===== src/rtl/mem_arbiter_pkg.sv =====
// rtl/mem_arbiter_pkg.sv - shared encodings and arbitration helper for mem_arbiter
package mem_arbiter_pkg;

  localparam logic RW_READ  = 1'b1;
  localparam logic RW_WRITE = 1'b0;

  localparam logic PORT_FETCH = 1'b0;
  localparam logic PORT_DATA  = 1'b1;

  typedef enum logic [2:0] {
    ST_IDLE    = 3'd0,
    ST_SETUP   = 3'd1,
    ST_STROBE  = 3'd2,
    ST_RELEASE = 3'd3,
    ST_RESP    = 3'd4
  } arb_state_e;

  // Round-robin pick: on contention the port that did not win last time goes next.
  function automatic logic rr_pick(input logic [1:0] req, input logic last_gnt);
    if (req == 2'b11) begin
      return ~last_gnt;
    end
    return req[1] ? PORT_DATA : PORT_FETCH;
  endfunction

  // One-hot vector for a port index.
  function automatic logic [1:0] port_onehot(input logic port);
    return (port == PORT_DATA) ? 2'b10 : 2'b01;
  endfunction

endpackage


===== src/rtl/mem_arbiter_sync_2ff.sv =====
// rtl/mem_arbiter_sync_2ff.sv - generic 1-bit two-flop synchroniser
module sync_2ff (
  input  logic clk,
  input  logic rst_n,
  input  logic d,
  output logic q
);

  logic meta;

  // Two flops in series give the first stage a full cycle to resolve.
  always_ff @(posedge clk or negedge rst_n) begin
    if (!rst_n) begin
      meta <= 1'b0;
      q    <= 1'b0;
    end else begin
      meta <= d;
      q    <= meta;
    end
  end

endmodule


===== src/rtl/mem_arbiter.sv =====
// rtl/mem_arbiter.sv - round-robin arbiter sequencing two requesters onto the async MEM
module mem_arbiter
  import mem_arbiter_pkg::*;
#(
  parameter int AW      = 16,
  parameter int DW      = 16,
  parameter int TIMEOUT = 64
) (
  input  logic          clk,
  input  logic          rst_n,
  input  logic [1:0]    req,
  input  logic [1:0]    rw,
  input  logic [AW-1:0] addr0,
  input  logic [AW-1:0] addr1,
  input  logic [DW-1:0] wdata0,
  input  logic [DW-1:0] wdata1,
  output logic [1:0]    gnt,
  output logic [1:0]    done,
  output logic          err,
  output logic [DW-1:0] rdata,
  output logic          mem_en,
  output logic          mem_rw,
  output logic [AW-1:0] mem_addr,
  output logic [DW-1:0] mem_wdata,
  input  logic [DW-1:0] mem_rdata,
  input  logic          mem_mfc
);

  localparam int CW = (TIMEOUT > 1) ? $clog2(TIMEOUT) : 1;

  arb_state_e    state, state_nxt;
  logic          mfc_s;
  logic          owner;
  logic          last_gnt;
  logic          err_r;
  logic [CW-1:0] cnt;
  logic          timeout_hit;
  logic          win;

  sync_2ff u_mfc_sync (
    .clk   (clk),
    .rst_n (rst_n),
    .d     (mem_mfc),
    .q     (mfc_s)
  );

  assign timeout_hit = (cnt == CW'(TIMEOUT - 1));
  assign win         = rr_pick(req, last_gnt);

  // State register; reset returns to IDLE regardless of where the access was.
  always_ff @(posedge clk or negedge rst_n) begin
    if (!rst_n) begin
      state <= ST_IDLE;
    end else begin
      state <= state_nxt;
    end
  end

  // Next-state: handshake sequencing with a timeout escape from STROBE.
  always_comb begin
    state_nxt = state;
    case (state)
      ST_IDLE:    if (|req) state_nxt = ST_SETUP;
      ST_SETUP:   state_nxt = ST_STROBE;
      ST_STROBE:  if (mfc_s || timeout_hit) state_nxt = ST_RELEASE;
      ST_RELEASE: if (err_r || !mfc_s) state_nxt = ST_RESP;
      ST_RESP:    state_nxt = ST_IDLE;
      default:    state_nxt = ST_IDLE;
    endcase
  end

  // Registered outputs and datapath; bus fields are frozen from grant until the next grant.
  always_ff @(posedge clk or negedge rst_n) begin
    if (!rst_n) begin
      gnt       <= 2'b00;
      done      <= 2'b00;
      err       <= 1'b0;
      rdata     <= '0;
      mem_en    <= 1'b0;
      mem_rw    <= RW_READ;
      mem_addr  <= '0;
      mem_wdata <= '0;
      owner     <= PORT_FETCH;
      last_gnt  <= PORT_DATA;
      err_r     <= 1'b0;
      cnt       <= '0;
    end else begin
      mem_en <= (state_nxt == ST_STROBE);
      done   <= 2'b00;
      err    <= 1'b0;
      case (state)
        ST_IDLE: begin
          if (|req) begin
            owner     <= win;
            gnt       <= port_onehot(win);
            mem_addr  <= (win == PORT_DATA) ? addr1 : addr0;
            mem_wdata <= (win == PORT_DATA) ? wdata1 : wdata0;
            mem_rw    <= rw[win];
          end
        end
        ST_SETUP: begin
          cnt <= '0;
        end
        ST_STROBE: begin
          cnt <= cnt + 1'b1;
          if (mfc_s) begin
            if (mem_rw == RW_READ) rdata <= mem_rdata;
          end else if (timeout_hit) begin
            err_r <= 1'b1;
          end
        end
        ST_RELEASE: begin
          if (state_nxt == ST_RESP) begin
            done <= port_onehot(owner);
            err  <= err_r;
          end
        end
        ST_RESP: begin
          last_gnt <= owner;
          gnt      <= 2'b00;
          err_r    <= 1'b0;
        end
        default: begin
          gnt <= 2'b00;
        end
      endcase
    end
  end

endmodule


===== config.mk =====
export PLATFORM = sky130hd
export DESIGN_NAME = mem_arbiter
export DESIGN_NICKNAME = d
export VERILOG_FILES = /design/src/rtl/mem_arbiter_pkg.sv /design/src/rtl/mem_arbiter_sync_2ff.sv /design/src/rtl/mem_arbiter.sv
export SDC_FILE = /design/constraint.sdc
export NUM_CORES = 1
export LEC_CHECK = 0
export CAP_MARGIN = 10
export CORE_ASPECT_RATIO = 0.75
export CORE_UTILIZATION = 40
export DETAILED_ROUTE_END_ITERATION = 7
export GPL_ROUTABILITY_DRIVEN = 0
export PLACE_DENSITY = 0.76
export SLEW_MARGIN = 20
export SYNTH_ARGS = -nofsm -noshare
export SYNTH_HDL_FRONTEND = slang
export SYNTH_SLANG_ARGS = --single-unit

===== constraint.sdc =====
create_clock -name clk -period 2.1 [get_ports clk]
set_clock_uncertainty 0.1 [all_clocks]
set_input_delay 0.315 -clock clk [delete_from_list [all_inputs] [get_ports clk]]
set_output_delay 0.315 -clock clk [all_outputs]
set_load 0.01 [all_outputs]

==> metrics.md, run 1 <==
| Metric | Value |
|---|---|
| Area leader, netlist | `dfrtp_1` |
| Synth unique cells | `42` |
| Mapped Cells | `226` |
| Iteration-0 DRC Markers | `86` |
| Setup WS pre-CTS | `between 0.2 and 0.25 ns` |
| Yosys warning count | `0` |
| Cell Area, Synth | `slightly above 3000 sq um` |
| Bufs on Longest Clock Path | `2` |
| Die footprint | `between 8000 and 9000 sq um` |
| Worst-path cell chain | `clkdlybuf4s50_1` |
| Largest net degree at the start of global routing | `57` |
| Max stage delay cell, worst path | `dfstp_2` |
| Kind of critical path | `reg2out` |
| Peak fanout along the critical path | `3` |
| Drt via density | `5.251` |
| Final ANT Viol Nets | `0` |
| Max Fclk | `approximately 540 MHz` |
| R2r setup slk | `0.33 ns` |
| Post-CTS Setup Bufs | `0` |
| Fillers | `556` |
| Total global-route track usage | `0.2029` |
| CP top delay family | `flip-flops` |
| Crit path time final | `1.848 ns` |
| Share of layout cells above drive strength 1 | `0.1367` |
| First-pass GRT wire length | `12130 microns` |
| WP data arrival | `1.43 ns` |
| Primary FF master, synth | `dfrtp_1` |
| Setup crit end kind | `output pin` |
| WP buf/inv | `1` |
| Max Transition Viols Final | `0` |
| Clock Pin Slew Worst Setup and Hold Paths | `about 0.070 ns` |
| Post-synthesis mux area share | `0.07451` |
| Crit share post-route | `0.8801` |
| Met3 GRT Util | `0.07658` |
| Area of the multi-input gates | `1164 sq um` |
| Initial Utilization | `0.4154` |
| I/O Pins | `roughly 140` |
| Simple-Gate Fraction of Synth Area | `0.06637` |
| Worst-skew pair later-pin latency | `0.34 ns` |
| Final layout net count | `457` |
| Slew @ Worst Pin | `0.3753 ns` |
| Hold WC Path Type | `reg2reg` |
| Post-route setup slack | `about 0.25 ns` |
| Status | `complete, no violations` |
| TNS Setup | `0 ns` |
| Vias in the first global route | `2442` |
| Synth area leaders | `dfrtp_1 (55%), a221o_1 (11%), a21boi_0 (7.3%), mux2_4 (4.9%), buf_6 (2.9%)` |
| Initial antenna violation count | `0` |
| Port Buffers | `141` |
| Core Area | `7398 sq um` |
| CTS Root Cell | `clkbuf_8` |
| CP required | `1.68 ns` |
| RSZ-0062 raised after global routing | `false` |
| Worst vdd ir | `0.0006697 V` |
| EDFF count, synth | `0` |
| CP startpoint kind | `register` |
| Tot Pwr | `6.609 mW` |
| WL final | `7930 microns` |
| Slew HR | `0.7464` |
| MaxCap Viol Count | `0` |
| Layout area overhead | `55.78%` |
| Crit path largest cell delay | `0.55 ns` |
| CTS buffer count | `9` |
| CTS tree | `done` |
| Main combinational cell family by area after synthesis | `compound AO/OA/AOI/OAI gates` |
| DP Wirelength | `5566 microns` |
| Post-synth top area share | `0.5456` |
| LEAKAGE | `2.023 nW` |
| Ys async rst share | `1.000` |
| Synthesized-area fraction occupied by adder cells | `0.004072` |
| Most common cell in the synthesized netlist | `dfrtp_1` |
| Die Y-Extent | `77.91 microns` |
| Final Hold Vio Count | `0` |
| Met2 Use GR | `0.3227` |
| Synth Area in XOR/XNOR | `0.005700` |
| Drt pass-1 iters | `4` |
| Flops & latches, synth | `69` |
| Die Wd | `103.2 microns` |
| P per Cell Area | `1381 nW/um^2` |
| Residual DRC count | `0` |
| Synth Net Count | `314` |
| Commonest cells in the netlist | `dfrtp_1 (67), a221o_1 (33), a21boi_0 (30)` |
| Total gr overflow | `0` |
| Final setup viols | `0` |
| H-tree levels | `3` |
| DR vias | `2489` |
| Routed length per placed instance | `16.73 microns` |
| Rows | `27` |
| Register area | `1729 sq um` |
| Register area share after synthesis | `0.5627` |
| GRT busiest layer | `met2` |
| Mapped Avg Cell Area | `13.60 sq um` |
| N_diodes | `0` |
| Post-synthesis compound-gate area fraction | `0.2280` |
| Sinks on Clock Net | `69` |
| M1 GR Usage | `0.2618` |
cells by family after synthesis:
family          Yosys count
xor+xnor                  2
buf+inv                  23
compound gates           83
mux                      17
flops                    69
simple gates             31
fa+ha+maj                 1
state kept, by name (all words and copies together) (netlist names), 2 cells and up:
| name | count |
|---|---|
| done | 2 |
| mem_wdata | 16 |
| mem_addr | 16 |
| cnt | 6 |
| state | 3 |
| gnt | 2 |
| rdata | 16 |
worst reg2reg max path, cell delays in order (launching register included):
cell and delay, ns:
dfrtp_1 0.50, nor3b_2 0.26, and3_4 0.41, mux2_2 0.39
final cells by class:
type                            count  area share
Multi-Input combinational cell    134      0.2431
Tap cell                          101     0.02640
Clock buffer                        9     0.02588
Timing Repair Buffer              153      0.3183
Clock inverter                      6     0.02352
Inverter                            2    0.001568
Sequential cell                    69      0.3612
routing by layer:
| layer | vias up | routed length, microns |
|---|---|---|
| li1 | 1158 | - |
| met1 | 1202 | 3567 |
| met2 | 122 | 3556 |
| met3 | 7 | 732 |
| met4 | 0 | 73 |
| met5 | - | 0 |
layout by cell type, fill, tap and decap left out, drive strengths merged, types with 4 or more instances in the layout:
master and n:
a21oi 5, nor2 5, a221o 33, clkdlybuf4s50 140, nand3 4, buf 12
a21boi 33, dfrtp 67, mux2 17, and3 4, clkbuf 9
metrics by stage:
stage	instances	hold slack [ns]	area, sq um	utilization
finish	474	0.2540	4787	0.6470
global route	474	0.2697	4787	0.6470
CTS	474	0.2557	4787	0.6470
detailed placement	458	0.1292	4541	0.6137
global placement	458	0.1264	4541	0.6137
floorplan	226	-0.08059	3073	-
worst paths after layout:
check                                startpoint      endpoint  depth (start not counted)
worst min register to register  u_mfc_sync.meta  u_mfc_sync.q                          0
max in group asynchronous                 rst_n      last_gnt                          3
worst min-delay path            u_mfc_sync.meta  u_mfc_sync.q                          0
worst max-delay path                     mem_rw        mem_rw                          1
min in group asynchronous                 rst_n  mem_addr[10]                          2
worst max register to register         state[0]      rdata[0]                          3
timing repair:
action | in CTS | in global routing
gates resized for setup | 0 | 0
hold endpoints to repair | 13 | 0
hold buffers | 1 | 0
power by group:
part	internal (mW)	switching, mW	leakage [nW]
Combinational	1.84	1.20	1.05
Clock	0.784	0.505	0.119
Sequential	1.91	0.362	0.857
Total	4.54	2.07	2.02
(Power assumes the default switching activity.)
==> inputs of run 2 (changes only) <==
--- a/config.mk
+++ b/config.mk
@@ -5,7 +5,7 @@
 export SDC_FILE = /design/constraint.sdc
 export NUM_CORES = 1
 export LEC_CHECK = 0
-export CAP_MARGIN = 10
+export CAP_MARGIN = 20
 export CORE_ASPECT_RATIO = 0.75
 export CORE_UTILIZATION = 40
 export DETAILED_ROUTE_END_ITERATION = 7
@@ -15,3 +15,4 @@
 export SYNTH_ARGS = -nofsm -noshare
 export SYNTH_HDL_FRONTEND = slang
 export SYNTH_SLANG_ARGS = --single-unit
+export TNS_END_PERCENT = 50
==> results of run 2 <==
Final layout, timing and power as in run 1 (identical DEF).
